$ cat config.mk
export PLATFORM = sky130hd
export DESIGN_NAME = seq_multu_unit
export DESIGN_NICKNAME = d
export VERILOG_FILES = /design/src/rtl/mult_pkg.sv /design/src/rtl/mult_addu_stage.sv /design/src/rtl/seq_multu_unit.sv
export SDC_FILE = /design/constraint.sdc
export NUM_CORES = 1
export LEC_CHECK = 0
export ABC_AREA = 1
export ABC_CLOCK_PERIOD_IN_PS = 2500
export CORE_ASPECT_RATIO = 1.5
export CORE_MARGIN = 2
export CORE_UTILIZATION = 56
export DETAILED_ROUTE_END_ITERATION = 8
export GPL_TIMING_DRIVEN = 0
export PLACE_DENSITY = 0.92
export SETUP_SLACK_MARGIN = 0.05
export SLEW_MARGIN = 10
export SYNTH_ARGS = -nofsm -noshare
export SYNTH_HDL_FRONTEND = slang
export SYNTH_HIERARCHICAL = 1
export SYNTH_SLANG_ARGS = --single-unit
$ cat constraint.sdc
create_clock -name clk -period 2.5 [get_ports clk]
set_clock_uncertainty 0.05 [all_clocks]
set_input_delay 0.25 -clock clk [delete_from_list [all_inputs] [get_ports clk]]
set_output_delay 0.25 -clock clk [all_outputs]
set_load 0.01 [all_outputs]
$ cat src/rtl/mult_pkg.sv
// Shared definitions for the sequential unsigned multiplier.
// Opcode and FSM state encoding.
package mult_pkg;

  localparam logic [5:0] FUNCT_MULTU = 6'b011001;

  typedef enum logic [1:0] {
    ST_IDLE = 2'd0,
    ST_BUSY = 2'd1,
    ST_DONE = 2'd2
  } state_t;

endpackage

$ cat src/rtl/mult_addu_stage.sv
// Unsigned WIDTH-bit adder with carry out.
// One instance forms the shift-add accumulate step.
module mult_addu_stage #(
  parameter int WIDTH = 32
) (
  input  logic [WIDTH-1:0] a,
  input  logic [WIDTH-1:0] b,
  output logic [WIDTH-1:0] sum,
  output logic             carry
);

  // full-width add, carry kept for the product high half
  always_comb begin
    {carry, sum} = {1'b0, a} + {1'b0, b};
  end

endmodule

$ cat src/rtl/seq_multu_unit.sv
// Sequential shift-add unsigned multiplier (MULTU), hi/lo result.
// Option: MULT_EARLY_DONE_EN ends early once multiplier bits run out.
module seq_multu_unit
  import mult_pkg::*;
#(
  parameter int WIDTH = 32
) (
  input  logic             clk,
  input  logic             rst_n,
  input  logic             start,
  input  logic [5:0]       funct,
  input  logic [WIDTH-1:0] src1,
  input  logic [WIDTH-1:0] src2,
  output logic             ready,
  output logic             busy,
  output logic             done,
  output logic [WIDTH-1:0] hi,
  output logic [WIDTH-1:0] lo
);

  localparam int CW = $clog2(WIDTH + 1);

  state_t             state;
  state_t             state_nx;
  logic [CW-1:0]      cnt;
  logic [2*WIDTH-1:0] p;
  logic [2*WIDTH-1:0] p_step;
  logic [2*WIDTH-1:0] p_nx;
  logic [WIDTH-1:0]   m;
  logic [WIDTH-1:0]   addend;
  logic [WIDTH-1:0]   sum;
  logic               carry;
  logic               accept;
  logic               last;

  assign ready  = (state == ST_IDLE) || (state == ST_DONE);
  assign busy   = (state == ST_BUSY);
  assign done   = (state == ST_DONE);
  assign accept = start && (funct == FUNCT_MULTU) && ready;
  assign addend = p[0] ? m : '0;

  mult_addu_stage #(
    .WIDTH(WIDTH)
  ) u_addu (
    .a     (p[2*WIDTH-1:WIDTH]),
    .b     (addend),
    .sum   (sum),
    .carry (carry)
  );

  assign p_step = {carry, sum, p[WIDTH-1:1]};

`ifdef MULT_EARLY_DONE_EN
  logic [WIDTH-1:0] rem_mask;
  logic             rem_zero;
  logic [CW-1:0]    sh;

  assign rem_mask = {WIDTH{1'b1}} >> cnt;
  assign rem_zero = ~|(p[WIDTH-1:0] & rem_mask);
  assign sh       = CW'(WIDTH) - cnt;
  assign last     = rem_zero || (cnt == CW'(WIDTH - 1));
  assign p_nx     = rem_zero ? (p >> sh) : p_step;
`else
  assign last = (cnt == CW'(WIDTH - 1));
  assign p_nx = p_step;
`endif

  // state register
  always_ff @(posedge clk or negedge rst_n) begin
    if (!rst_n) state <= ST_IDLE;
    else        state <= state_nx;
  end

  // next-state decode
  always_comb begin
    state_nx = state;
    unique case (state)
      ST_IDLE: if (accept) state_nx = ST_BUSY;
      ST_BUSY: if (last)   state_nx = ST_DONE;
      ST_DONE: state_nx = accept ? ST_BUSY : ST_IDLE;
      default: state_nx = ST_IDLE;
    endcase
  end

  // operand capture, shift-add steps, counter
  always_ff @(posedge clk or negedge rst_n) begin
    if (!rst_n) begin
      p   <= '0;
      m   <= '0;
      cnt <= '0;
    end else if (accept) begin
      p   <= {{WIDTH{1'b0}}, src2};
      m   <= src1;
      cnt <= '0;
    end else if (busy) begin
      p   <= p_nx;
      cnt <= cnt + CW'(1);
    end
  end

  // result registers, loaded only on the final step
  always_ff @(posedge clk or negedge rst_n) begin
    if (!rst_n) begin
      hi <= '0;
      lo <= '0;
    end else if (busy && last) begin
      hi <= p_nx[2*WIDTH-1:WIDTH];
      lo <= p_nx[WIDTH-1:0];
    end
  end

endmodule
==> results.sh <==
export IMPL_yosys_register_bits=168
export IMPL_critPathMaxFanout=10
export IMPL_drive_above_1_share_pct=13.5
export IMPL_synthesis_to_finish_area_growth_pct=26.3
export IMPL_grt_busiest_layer="met2"
export IMPL_setup_viol=0
export IMPL_hold_viol=0
export IMPL_slew_violations=0
export IMPL_finish_utilization_pct=72.0
export IMPL_grt_met1_usage_pct=30.1
export IMPL_global_route_usage_met2_pct=52.0
export IMPL_post_synth_inst_count=1442
export IMPL_syn_cell_area_um2=10200
export IMPL_routed_wirelength_normalized_by_instance_count_um=15.2
export IMPL_coreArea_um2=17900
export IMPL_drt_pre_antenna_iters=6
export IMPL_slew_limit_headroom_pct=65.1
export IMPL_cts_sinks=168
export IMPL_crit_required_ns=2.78
export IMPL_dp_hpwl_um=20300
export IMPL_wirelength_um=27900
export IMPL_grt_first_pass_wirelength_um=43600
export IMPL_worst_tran_pin_value_ns=0.523
export IMPL_floorplan_io_pins=140
export IMPL_die_area_um2=19300
export IMPL_synth_cell_types=29
export IMPL_max_clock_freq_ghz=0.415
export IMPL_filler_cell_count=1321
export IMPL_place_gp_congestion=1.00
export IMPL_finalNonFillerCells=1834
export IMPL_place_port_buffers=139
export IMPL_ys_top_cells_by_count="572 x nand2_1, 261 x inv_1, 168 x dfrtp_1"
export IMPL_die_y_um=169
export IMPL_timing_critical_path_to_type="register"
export IMPL_outcome="finished clean"
export IMPL_seq_area_frac_synth_pct=41.3
export IMPL_placed_cells=1799
export IMPL_hp_class="in -> async"
export IMPL_cp_data_arrival_time_ns=2.68
export IMPL_clk_transition_reported_paths_ns=0.07
export IMPL_route_antenna_remaining_nets=0
export IMPL_vias_per_cell=5.19
export IMPL_cts_buffer_depth=2
export IMPL_chipWidth_um=114
export IMPL_synth_edf_count=0
export IMPL_fp_row_count=60
export IMPL_later_pin_clock_latency_in_the_skew_report_ns=0.44
export IMPL_yosysTopAreaCellShare_pct=41.3
export IMPL_finalPower_mw=8.52
export IMPL_finalWorstPathRequiredPeriod_ns=2.41
export IMPL_root_buffer="clkbuf_16"
export IMPL_dr_total_vias=9512
export IMPL_worst_setup_path_type="reg -> reg"
export IMPL_antenna_violations_before_repair=0
export IMPL_rsz0062_at_grt="yes"
export IMPL_postSynthAreaPerCell_um2=7.06
export IMPL_yosys_warnings=6
export IMPL_gr_usage_all_layers_pct=28.6
export IMPL_worstSetupStartpointType="register"
export IMPL_vias_in_the_first_global_route=9509
export IMPL_drt_iter0_drc=615
export IMPL_cellLeakagePower_nw=7.28
export IMPL_post_synth_top_area_cell="dfrtp_1"
export IMPL_grt_start_max_net_pins=107
export IMPL_vdd_drop_max_mv=0.478
export IMPL_htree_num_levels=4
export IMPL_n_antenna_cell=0
export IMPL_synth_most_common_cell="nand2_1"
export IMPL_rrSetupSlack_ns=0.09
export IMPL_grt_met3_usage_pct=5.01
export IMPL_initial_core_util_pct=57.0
export IMPL_dominantRegCellSynth="dfrtp_1"
export IMPL_power_density_nw_per_um2=663
export IMPL_post_route_period_util_pct=96.3
export IMPL_async_flop_share_pct=100
export IMPL_synth_nets=1549
export IMPL_yosys_top_cells_area="dfrtp_1 41%, nand2_1 21%, inv_1 9.6%"
export IMPL_timing_max_cap_violations=0
export IMPL_global_route_overflow_total=0
export IMPL_tritoncts="built"
export IMPL_nets=1711
export IMPL_multi_input_area_um2=4940
export IMPL_register_area_um2=4210
export IMPL_tritoncts_num_buffers=17
export IMPL_route_detailed_drc=0
-- flip-flops by register name, indices dropped and copies added (netlist names) --
| name | count |
|---|---|
| m | 32 |
| lo | 32 |
| hi | 32 |
| p | 64 |
| state | 2 |
| cnt | 6 |
-- where the power goes --
part           total, mW  internal [mW]  switching (mW)  leakage [nW]
Clock               2.67           1.35            1.32         0.289
Combinational       2.37          0.904            1.46          4.93
Sequential          3.49           3.16           0.325          2.06
-- worst max-delay path, stage by stage, from the launching register on --
cell,delay (ns)
dfrtp_2,0.46
buf_6,0.16
nand2_1,0.05
inv_1,0.04
ha_1,0.33
nand2_1,0.09
nand2_1,0.07
a21oi_1,0.18
nand2_2,0.11
nand2_1,0.10
nand2_2,0.11
nand2_1,0.13
nand2_1,0.07
nand2_1,0.08
nand2_1,0.10
nand2_1,0.09
nand2_1,0.07
-- cells in the final DEF (no fill, tap or decap), drive strengths merged --
cell type	netlist	final
nand2	587	587
o21bai	1	1
clkinv	1	7
nand3	102	102
fa	1	1
a21oi	22	22
xor2	14	14
nand4	3	3
ha	33	33
xnor2	1	1
nor2	50	50
inv	266	274
dfrtp	168	168
and3	1	1
nand3b	32	32
a21o	1	1
or2	1	1
clkinvlp	0	1
nor3	7	7
o21ai	95	95
dlygate4sd3	0	1
clkbuf	11	25
buf	45	52
clkdlybuf4s50	0	138
-- layout make-up --
cell class,count,share of cell area (%)
well taps,217,2.11
clock buffers,17,3.31
clock inverters,15,1.36
repair buffers,145,11.4
plain buffers,54,2.88
flip-flops and latches,168,32.7
inverters,267,7.80
multi-input cells,951,38.5
-- metal layers --
layer  vias up  wire [um]
met3        93       1420
met5         -          0
met2       310      14800
met4         0       1550
met1      4428      10200
li1       4681          -
-- metrics by stage --
stage	setup slack, ns	hold slack [ns]	setup TNS, ns	area (um^2)
global route	-0.00122	0.320	-0.00122	12900
finish	0.0916	0.269	0	12900
CTS	0.0505	0.294	0	12500
floorplan	0.320	-0.0956	0	10200
global placement	-5.60	0.400	-940.74	11800
detailed placement	-0.215	0.165	-4.18	11900
-- timing repair --
item	CTS	global route
buffers inserted	0	4
endpoints found under the hold margin	62	0
resized for setup	7	69
pin swaps	0	4
setup endpoints to repair	50	39
hold buffers	1	0
-- cell families (layout without fill, tap and decap cells) --
| family | Yosys count | count (layout) | share of synthesized area [%] |
|---|---|---|---|
| DFF | 168 | 168 | 41.3 |
| and+or+nand+nor | 783 | 783 | 32.2 |
| adders and majority gates | 34 | 34 | 4.25 |
| AOI/OAI and AO/OA | 119 | 119 | 7.52 |
| buffers and inverters | 323 | 498 | 13.4 |
| xor gates and xnor gates | 15 | 15 | 1.29 |
-- worst paths after layout --
kind                       startpoint      to  depth (start not counted)
min in group clk              src1[8]    m[8]                          3
min reg2reg                    cnt[3]  cnt[3]                          1
max in group asynchronous       rst_n  hi[21]                          3
max reg2reg                      p[0]   p[62]                         16
max                              p[0]   p[62]                         16
min                             rst_n  lo[25]                          2
No activity file was read; power rests on OpenSTA's default activity.
